===== config.mk =====
export PLATFORM = sky130hd
export DESIGN_NAME = wr_slot_tracker
export DESIGN_NICKNAME = d
export VERILOG_FILES = /design/src/rtl/wr_slot_tracker.sv
export SDC_FILE = /design/constraint.sdc
export NUM_CORES = 1
export LEC_CHECK = 0
export CAP_MARGIN = 10
export CORE_MARGIN = 2
export CORE_UTILIZATION = 45
export DETAILED_ROUTE_END_ITERATION = 16
export DONT_BUFFER_PORTS = 1
export GPL_ROUTABILITY_DRIVEN = 0
export PLACE_DENSITY_LB_ADDON = 0.2
export SLEW_MARGIN = 15
export SYNTH_ARGS = -nofsm -noshare
export SYNTH_HDL_FRONTEND = slang
export SYNTH_SLANG_ARGS = --single-unit

===== constraint.sdc =====
create_clock -name clk_i -period 3.8 [get_ports clk_i]
set_input_delay 0.76 -clock clk_i [delete_from_list [all_inputs] [get_ports clk_i]]
set_output_delay 0.76 -clock clk_i [all_outputs]
set_load 0.005 [all_outputs]

===== src/rtl/wr_slot_tracker.sv =====
// wr_slot_tracker: watchdog for one outstanding AXI write transaction.
// It walks the slot through AW -> W beats -> B and reloads a budget on each
// phase change. The budget counts down on the prescaled tick. When a budget
// runs out the slot parks in TIMEOUT until the monitor clears it. A mismatch
// between WLAST and the expected beat count raises a sticky protocol-error flag.
module wr_slot_tracker #(
  parameter int CntWidth = 10,
  parameter int IdWidth  = 4
) (
  input  logic                clk_i,
  input  logic                rst_ni,
  input  logic                prescaled_en_i,
  input  logic [CntWidth-1:0] budget_w_first_i,
  input  logic [CntWidth-1:0] budget_w_last_i,
  input  logic [CntWidth-1:0] budget_b_i,
  input  logic                alloc_i,
  input  logic [IdWidth-1:0]  alloc_id_i,
  input  logic [7:0]          alloc_len_i,
  input  logic                is_w_head_i,
  input  logic                w_hs_i,
  input  logic                w_last_i,
  input  logic                is_b_head_i,
  input  logic                b_hs_i,
  input  logic [IdWidth-1:0]  b_id_i,
  input  logic                clear_i,
  output logic                free_o,
  output logic [IdWidth-1:0]  id_o,
  output logic [2:0]          phase_o,
  output logic [CntWidth-1:0] counter_o,
  output logic [8:0]          beats_left_o,
  output logic                w_done_o,
  output logic                done_o,
  output logic                timeout_o,
  output logic                proto_err_o
);

  typedef enum logic [2:0] {
    IDLE    = 3'd0,
    W_WAIT  = 3'd1,
    W_DATA  = 3'd2,
    B_WAIT  = 3'd3,
    TIMEOUT = 3'd4
  } phase_e;

  localparam logic [CntWidth-1:0] CntZero = {CntWidth{1'b0}};
  localparam logic [CntWidth-1:0] CntOne  = {{(CntWidth-1){1'b0}}, 1'b1};

  phase_e              phase_r;
  logic [IdWidth-1:0]  id_r;
  logic [CntWidth-1:0] counter_r;
  logic [8:0]          beats_left_r;
  logic                free_r;
  logic                w_done_r;
  logic                done_r;
  logic                timeout_r;
  logic                proto_err_r;

  logic                beat_s;
  logic                count_one_s;
  logic                last_beat_s;
  logic                b_match_s;
  logic                cnt_zero_s;

  // Decode this cycle's handshakes against the current phase.
  always_comb begin
    beat_s      = 1'b0;
    count_one_s = (beats_left_r == 9'd1);
    last_beat_s = w_last_i | count_one_s;
    b_match_s   = 1'b0;
    cnt_zero_s  = (counter_r == CntZero);
    if ((phase_r == W_WAIT) || (phase_r == W_DATA)) begin
      beat_s = is_w_head_i & w_hs_i;
    end else begin
      beat_s = 1'b0;
    end
    if (phase_r == B_WAIT) begin
      b_match_s = b_hs_i & is_b_head_i & (b_id_i == id_r);
    end else begin
      b_match_s = 1'b0;
    end
  end

  // Phase machine. Priority: clear, then handshake reload, then tick/timeout.
  always_ff @(posedge clk_i or negedge rst_ni) begin
    if (!rst_ni) begin
      phase_r      <= IDLE;
      id_r         <= {IdWidth{1'b0}};
      counter_r    <= CntZero;
      beats_left_r <= 9'd0;
      free_r       <= 1'b1;
      w_done_r     <= 1'b0;
      done_r       <= 1'b0;
      timeout_r    <= 1'b0;
      proto_err_r  <= 1'b0;
    end else begin
      w_done_r <= 1'b0;
      done_r   <= 1'b0;
      if (clear_i) begin
        phase_r      <= IDLE;
        counter_r    <= CntZero;
        beats_left_r <= 9'd0;
        free_r       <= 1'b1;
        timeout_r    <= 1'b0;
        proto_err_r  <= 1'b0;
      end else begin
        case (phase_r)
          IDLE: begin
            if (alloc_i) begin
              phase_r      <= W_WAIT;
              id_r         <= alloc_id_i;
              beats_left_r <= {1'b0, alloc_len_i} + 9'd1;
              counter_r    <= budget_w_first_i;
              free_r       <= 1'b0;
            end
          end
          W_WAIT, W_DATA: begin
            if (beat_s) begin
              beats_left_r <= beats_left_r - 9'd1;
              // WLAST and the beat count must agree on which beat is last.
              if (w_last_i != count_one_s) begin
                proto_err_r <= 1'b1;
              end
              if (last_beat_s) begin
                phase_r   <= B_WAIT;
                counter_r <= budget_b_i;
                w_done_r  <= 1'b1;
              end else begin
                phase_r   <= W_DATA;
                counter_r <= budget_w_last_i;
              end
            end else if (prescaled_en_i) begin
              if (cnt_zero_s) begin
                phase_r   <= TIMEOUT;
                timeout_r <= 1'b1;
              end else begin
                counter_r <= counter_r - CntOne;
              end
            end
          end
          B_WAIT: begin
            if (b_match_s) begin
              phase_r <= IDLE;
              done_r  <= 1'b1;
              free_r  <= 1'b1;
            end else if (prescaled_en_i) begin
              if (cnt_zero_s) begin
                phase_r   <= TIMEOUT;
                timeout_r <= 1'b1;
              end else begin
                counter_r <= counter_r - CntOne;
              end
            end
          end
          TIMEOUT: begin
            // Frozen for inspection until the monitor clears the slot.
            phase_r <= TIMEOUT;
          end
          default: begin
            phase_r <= IDLE;
            free_r  <= 1'b1;
          end
        endcase
      end
    end
  end

  assign free_o       = free_r;
  assign id_o         = id_r;
  assign phase_o      = phase_r;
  assign counter_o    = counter_r;
  assign beats_left_o = beats_left_r;
  assign w_done_o     = w_done_r;
  assign done_o       = done_r;
  assign timeout_o    = timeout_r;
  assign proto_err_o  = proto_err_r;

endmodule


After elaboration in Yosys (flattened, before gate mapping) --
Index checks and enable logic that the tools add are counted.
Cells by class: add/sub/neg operators 3, equality and inequality tests 13, multiplexer cells 43, bitwise gates (word level) 5, reduce and logical (&&, ||, !) cells 17
Operators with widths (number):
- 10-bit two-way mux | 7
- 10-bit case mux with 3 select lines | 1
- 9-bit two-way mux | 3
- 1-bit two-way mux | 22
- 3-bit two-way mux | 6
- 9-bit case mux with 2 select lines | 1
- 3-bit AND reduction | 6
- 3-bit != test, second input constant | 5
- 3-bit case mux with 4 select lines | 1
- 10-bit logical NOT | 1
- 10-bit by 1-bit subtractor with 10-bit output, second input constant | 1
- 8-bit by 1-bit adder with 9-bit output, second input constant | 1
- 9-bit by 1-bit == test with 1-bit output, second input constant | 1
- 9-bit by 1-bit subtractor with 9-bit output, second input constant | 1
- 3-bit by 2-bit == test with 1-bit output, second input constant | 2
- 2-bit nonzero test | 3
- 3-bit nonzero test | 2
- 4-bit == test | 1
- 4-bit nonzero test | 1
- 1-bit AND | 3
- 3-bit by 1-bit == test with 1-bit output, second input constant | 1
- 3-bit == test, second input constant | 1
- 3-bit logical NOT | 1
- 1-bit case mux with 3 select lines | 1
- 8 further kinds | 8
Storage, ports and cells: register bits after elaboration 31, output and inout bits 31

Longest topological paths before layout --
Gate-level depths: netlist of the first run.
word-level depth 6, mapped depth 10, mapped depth without buffers 9

Worst setup path before layout of the first run --
Ideal clock, no wire load.
path type reg-to-reg, start register beats_left_r[1], in the netlist beats_left_o[1], end register counter_r[7], in the netlist counter_o[7], setup time 121 ps, arrival 2174 ps, setup slack 1505 ps, stages on the path, launching flop included 11, buffers on the path 1, cells stage by stage dfrtp_1 inv_1 ha_1 nor4b_1 nand2_1 ha_1 clkbuf_1 mux2_2 a222oi_1 o21ai_1 a22o_1
Between the ends: word-level cells in the longest chain between the ends 6
RTL lines:
- start, declared | RTL line 51 | logic [8:0] beats_left_r;
- start signal, assigned | RTL line 111 | beats_left_r <= {1'b0, alloc_len_i} + 9'd1;
- start signal, assigned | RTL line 118 | beats_left_r <= beats_left_r - 9'd1;
- 9-bit by 1-bit == test with 1-bit output | RTL line 67 | count_one_s = (beats_left_r == 9'd1);
- 1-bit bitwise OR | RTL line 68 | last_beat_s = w_last_i | count_one_s;
- 10-bit two-way mux | RTL line 123 | if (last_beat_s) begin
- 10-bit two-way mux | RTL line 117 | if (beat_s) begin
- 10-bit case mux with 3 select lines | RTL line 106 | case (phase_r)
- 10-bit two-way mux | RTL line 98 | if (clear_i) begin
- end signal, assigned | RTL line 100 | counter_r <= CntZero;
- end signal, assigned | RTL line 112 | counter_r <= budget_w_first_i;
- end signal, assigned | RTL line 125 | counter_r <= budget_b_i;
- end, declared | RTL line 50 | logic [CntWidth-1:0] counter_r;
Every way passes these cells. A chain may end at the register's enable or synchronous reset.

Worst setup path in the final report of the first run --
start register beats_left_r[6], in the netlist beats_left_o[6], end register counter_r[7], in the netlist counter_o[7]
The elaborated chain is that of the path after synthesis.

==> impl_metrics.env, run 1 <==
export IMPL_endpoint_kind="flop"
export IMPL_grt_pass1_vias=1998
export IMPL_place_hpwl_um=4440
export IMPL_fmax_ghz=0.389
export IMPL_path_max_fanout=11
export IMPL_seq_area_um2=777
export IMPL_skew_ps=12.5
export IMPL_dr_pass1_iters=5
export IMPL_worstSetupPathType="reg2reg"
export IMPL_fp_dieW_um=76.7
export IMPL_wl_per_cell_um=18.4
export IMPL_dpl_cell_area_um2=2390
export IMPL_hp_class="in2async"
export IMPL_insertion_delay_ps=280
export IMPL_rows=26
export IMPL_stdcell_area_um2=2490
export IMPL_grt_pass1_wl_um=10200
export IMPL_yosys_cell_types_count=65
export IMPL_synth_flop_cell="dfrtp_1"
export IMPL_ys_ff_latch=31
export IMPL_rsz0062_at_grt="no"
export IMPL_layout_min_cycle_time_ps=2570
export IMPL_setup_viol_count_final=0
export IMPL_cts_root_buf="clkbuf_8"
export IMPL_outcome="finished, final reports clean"
export IMPL_max_slew_margin_pct=36.1
export IMPL_drive_gt1_share_pct=10.9
export IMPL_worst_pin_slew_ps=957
export IMPL_drt_vias_per_instance=6.33
export IMPL_nets=326
export IMPL_syn_mean_instance_area_um2=8.75
export IMPL_clock_path_buffers=2
export IMPL_first_iter_violations=164
export IMPL_htreeDepth=2
export IMPL_path_cells="nor4_1, nand2_1, ha_1, mux2_2, a222oi_1, o21ai_1, a22o_1"
export IMPL_clk_pin_slew_ps=80
export IMPL_crit_buf_inv=0
export IMPL_via_count=2128
export IMPL_track_usage_pct=21.5
export IMPL_dieArea_um2=5890
export IMPL_tns_ps=0
export IMPL_cp_required_ps=3980
export IMPL_die_h_um=76.7
export IMPL_numCtsBuffers=5
export IMPL_finalHoldViolations=0
export IMPL_post_route_period_util_pct=67.6
export IMPL_drt_total_wl_um=6200
export IMPL_cap_violations=0
export IMPL_cts_setup_buffers=0
export IMPL_synth_edf_count=0
export IMPL_path_delay_family="simple AND/OR/NAND/NOR gates"
export IMPL_post_cts_resized=0
export IMPL_antenna_left=0
export IMPL_grt_max_degree=32
export IMPL_peakVddDrop_v=0.000197
export IMPL_io_pin_count=87
export IMPL_startpoint_type="flop"
export IMPL_fill_cells=511
export IMPL_power_density_nw_per_um2=386
export IMPL_synth_async_reset_ratio_pct=100
export IMPL_multiInputGateArea_um2=1490
export IMPL_critical_path_arrival_ps=2750
export IMPL_seq_area_frac_synth_pct=32.6
export IMPL_slew_violations=0
export IMPL_crit_slowest_cell="nor4_1"
export IMPL_port_buffers=0
export IMPL_area_growth_syn_to_layout_pct=4.78
export IMPL_slowest_delay_ps=630
export IMPL_clock_sinks=31
export IMPL_syn_nets=333
export IMPL_cts_hold_buffers=0
export IMPL_netlist_area_um2=2380
export IMPL_antenna_found_initial=0
export IMPL_grt_overflow_total=0
export IMPL_synth_cells=272
export IMPL_start_util_pct=46.6
export IMPL_p_leak_uw=0.000986
export IMPL_holdWs_ps=163
export IMPL_num_antenna_cells=0
export IMPL_cts_tree="built"
export IMPL_ys_warn_count=0
export IMPL_coreArea_um2=5110
export IMPL_drc=0
==> report_power, final <==
group	internal (uW)	switching, uW	total, uW
clock	165	127	292
sequential	362	59.3	421
combinational	114	134	248
==> per-stage QoR <==
| step | util (%) | total power (uW) | cells | setup WS, ps |
|---|---|---|---|---|
| after global routing | 48.8 | 1020 | 336 | 939 |
| after global placement | 46.9 | 671 | 328 | 1310 |
| after floorplan | - | 627 | 272 | 1510 |
| final | 48.8 | 962 | 336 | 1230 |
| after CTS | 48.8 | 968 | 336 | 1220 |
| after detailed placement | 46.9 | 674 | 328 | 1230 |
==> cells in the final DEF, fill, tap and decap left out, drive strengths merged, types with 8 or more instances in the layout <==
master | synthesis | final
dfrtp | 30 | 30
mux2 | 14 | 14
o21ai | 17 | 17
clkbuf | 7 | 8
nand2 | 28 | 28
nor3 | 8 | 8
xor2 | 8 | 8
nand3 | 11 | 11
inv | 8 | 8
nor2 | 20 | 20
a21oi | 19 | 19
==> worst register-to-register path: stages, from the launching register on <==
cell and delay (ps):
dfrtp_1 430, nor4_1 630, nand2_1 120, ha_1 420, mux2_2 360, a222oi_1 200
o21ai_1 110, a22o_1 200
==> path summary, 6_finish.rpt <==
| path | start | to | slack (ps) | cells after the start |
|---|---|---|---|---|
| setup / recovery | beats_left_o[6]$_DFFE_PN0P_ | counter_o[7]$_DFFE_PN0P_ | 1230 | 7 |
| hold / removal | rst_ni | counter_o[5]$_DFFE_PN0P_ | 160 | 0 |
| setup reg to reg | beats_left_o[6]$_DFFE_PN0P_ | counter_o[7]$_DFFE_PN0P_ | 1230 | 7 |
| hold reg to reg | proto_err_o$_DFFE_PN0P_ | proto_err_o$_DFFE_PN0P_ | 560 | 2 |
| max in group asynchronous | rst_ni | free_o$_DFFE_PN1P_ | 3440 | 0 |
| min in group clk_i | clear_i | beats_left_o[4]$_DFFE_PN0P_ | 540 | 1 |
==> cells in the mapped netlist, types with 5 or more instances <==
| master | count | share of area (%) |
|---|---|---|
| dfrtp_1 | 30 | 32 |
| nand2_1 | 28 | 4.4 |
| nor2_1 | 20 | 3.2 |
| a21oi_1 | 19 | 4.0 |
| mux2_2 | 12 | 5.7 |
| nand3_1 | 11 | 2.3 |
| o21ai_0 | 10 | 2.1 |
| inv_1 | 8 | 1.3 |
| nor3_1 | 8 | 1.7 |
| xor2_1 | 8 | 2.9 |
| o21ai_1 | 7 | 1.5 |
| clkbuf_1 | 6 | 0.95 |
| a22o_1 | 5 | 1.8 |
| ha_1 | 5 | 2.6 |
==> area by class of cell <==
class                      count  area share, %
multi-input combinational    218           59.8
clock buffer                   8           4.01
timing repair buffer           1          0.301
tap                           70           3.51
sequential                    31           31.2
inverter                       8           1.20
==> registers in the layout, indices dropped and copies added, names as in the netlist <==
| signal | flops |
|---|---|
| id_o | 4 |
| counter_o | 10 |
| w_done_o | 1 |
| done_o | 1 |
| beats_left_o | 9 |
| free_o | 1 |
| timeout_o | 1 |
| proto_err_o | 1 |
| phase_o | 3 |
==> routing by layer <==
metal | vias to the layer above | track usage [%] | wire [um]
li1 | 1018 | - | -
met3 | 4 | 6.47 | 503
met5 | - | 0 | 0
met1 | 1022 | 30.5 | 2890
met4 | 0 | 5.82 | 40
met2 | 84 | 31.8 | 2760
==> logic make-up after synthesis <==
family                   count (synthesis)  synth area share, %
XOR/XNOR                                12                 4.42
AND/OR/NAND/NOR                        107                 25.7
multiplexers                            17                 7.89
flip-flops                              31                 32.7
buffers and inverters                   23                 4.68
AO/OA/AOI/OAI                           77                 22.0
adder cells (fa/ha/maj)                  5                 2.63
Note: power is estimated with default switching activity, not from simulation.
==> inputs of run 2 (changes only) <==
- clock period: 3.8 -> 2.3 ns (I/O delays scaled with it)
==> run 2 against run 1 <==
Clock skew shrank 3.2 ps. Core utilization is 3.9 points higher. Maximum frequency up 21%. Critical endpoint is now counter_o[5]$_DFFE_PN0P_. Non-clock buffer count up 23. Worst hold slack better by 69 ps. Sequential power is 59% higher.
==> impl_metrics.env, run 2 (synthesized netlist as in run 1, its figures left out) <==
export IMPL_path_cells="inv_1, ha_1, or4b_4, o31ai_1, mux2i_1, a222oi_1, o21ai_1"
export IMPL_cp_required_ps=2470
export IMPL_clk_pin_slew_ps=70
export IMPL_power_density_nw_per_um2=618
export IMPL_rsz0062_at_grt="no"
export IMPL_largest_reg_flops=10
export IMPL_stdcell_area_um2=2700
export IMPL_cap_violations=0
export IMPL_coreArea_um2=5110
export IMPL_dpl_cell_area_um2=2540
export IMPL_drive_gt1_share_pct=18.3
export IMPL_max_slew_margin_pct=38.8
export IMPL_antenna_found_initial=0
export IMPL_cts_root_buf="clkbuf_8"
export IMPL_nets=349
export IMPL_final_cell_mix="dfrtp_1 (30), nand2_1 (27), buf_4 (21)"
export IMPL_dieArea_um2=5890
export IMPL_track_usage_pct=23.2
export IMPL_grt_pass1_vias=2136
export IMPL_fp_dieW_um=76.7
export IMPL_p_leak_uw=0.00111
export IMPL_place_hpwl_um=4810
export IMPL_path_max_fanout=4
export IMPL_drt_vias_per_instance=6.24
export IMPL_clock_sinks=31
export IMPL_die_h_um=76.7
export IMPL_first_iter_violations=159
export IMPL_num_antenna_cells=0
export IMPL_layout_min_cycle_time_ps=2120
export IMPL_clock_path_buffers=2
export IMPL_tns_ps=0
export IMPL_finalHoldViolations=0
export IMPL_worst_pin_slew_ps=916
export IMPL_path_delay_family="compound AO/OA/AOI/OAI gates"
export IMPL_htreeDepth=2
export IMPL_worstSetupPathType="reg2reg"
export IMPL_rows=26
export IMPL_slew_violations=0
export IMPL_slowest_delay_ps=490
export IMPL_antenna_left=0
export IMPL_final_util_pct=52.8
export IMPL_fmax_ghz=0.473
export IMPL_final_common_cell="dfrtp_1"
export IMPL_drt_total_wl_um=6560
export IMPL_dr_pass1_iters=5
export IMPL_crit_slowest_cell="or4b_4"
export IMPL_cts_tree="built"
export IMPL_grt_pass1_wl_um=11000
export IMPL_hp_class="in2reg"
export IMPL_area_growth_syn_to_layout_pct=13.2
export IMPL_peakVddDrop_v=0.000289
export IMPL_port_buffers=0
export IMPL_io_pin_count=87
export IMPL_start_util_pct=46.6
export IMPL_outcome="finished, final reports clean"
export IMPL_setup_viol_count_final=0
export IMPL_grt_max_degree=31
export IMPL_startpoint_type="flop"
export IMPL_grt_overflow_total=0
export IMPL_numCtsBuffers=5
export IMPL_cts_setup_buffers=0
export IMPL_wl_per_cell_um=18.3
export IMPL_endpoint_kind="flop"
export IMPL_critical_path_arrival_ps=2290
export IMPL_crit_buf_inv=1
export IMPL_skew_ps=9.32
export IMPL_via_count=2240
export IMPL_drc=0
export IMPL_insertion_delay_ps=290
export IMPL_post_route_period_util_pct=92.0
run 2: final timing paths:
path,cells past startpoint,slack (ps),from,endpoint
max in group asynchronous,2,1480,rst_ni,id_o[1]$_DFFE_PN0P_
max reg2reg,7,180,counter_o[0]$_DFFE_PN0P_,counter_o[5]$_DFFE_PN0P_
min in group asynchronous,1,610,rst_ni,free_o$_DFFE_PN1P_
min,1,230,clear_i,beats_left_o[4]$_DFFE_PN0P_
min reg2reg,2,560,proto_err_o$_DFFE_PN0P_,proto_err_o$_DFFE_PN0P_
max,7,180,counter_o[0]$_DFFE_PN0P_,counter_o[5]$_DFFE_PN0P_
run 2: repair_timing:
item / in CTS / in global routing
resized for setup: 0 / 3
setup endpoints to repair: 0 / 5
hold endpoints to repair: 30 / 1
hold buffers: 2 / 1
run 2: worst reg2reg max path, stage by stage (launching register included):
cell and delay [ps]:
dfrtp_1 440, inv_1 150, ha_1 230, or4b_4 490
o31ai_1 200, mux2i_1 90, a222oi_1 300, o21ai_1 90
run 2: routing by layer:
layer	track usage, %	routed length, um	vias up
met5	0	0	-
met4	7.82	164	0
met3	5.65	439	14
met2	34.9	2940	98
met1	32.7	3020	1067
li1	-	-	1061
run 2: area by class of cell:
type	instances	area, um^2
clock buffer	8	100
timing repair buffer	24	198
multi-input combinational	218	1500
tap	70	87.6
inverter	8	30.0
sequential	31	777
fill	501	2410
run 2: metrics by stage:
stage / worst slack, ps / hold slack [ps] / std cells / total power (uW)
CTS: 123 / 3.90 / 358 / 1670
floorplan: 5.03 / 164 / 272 / 1040
global route: 41.0 / 218 / 359 / 1770
finish: 184 / 232 / 359 / 1670
global placement: 155 / 165 / 348 / 1170
detailed placement: 124 / 165 / 348 / 1170
run 2: power breakdown:
group          total, uW  switching, uW  internal [uW]
sequential           670           71.3            599
combinational        514            273            241
clock                481            208            273
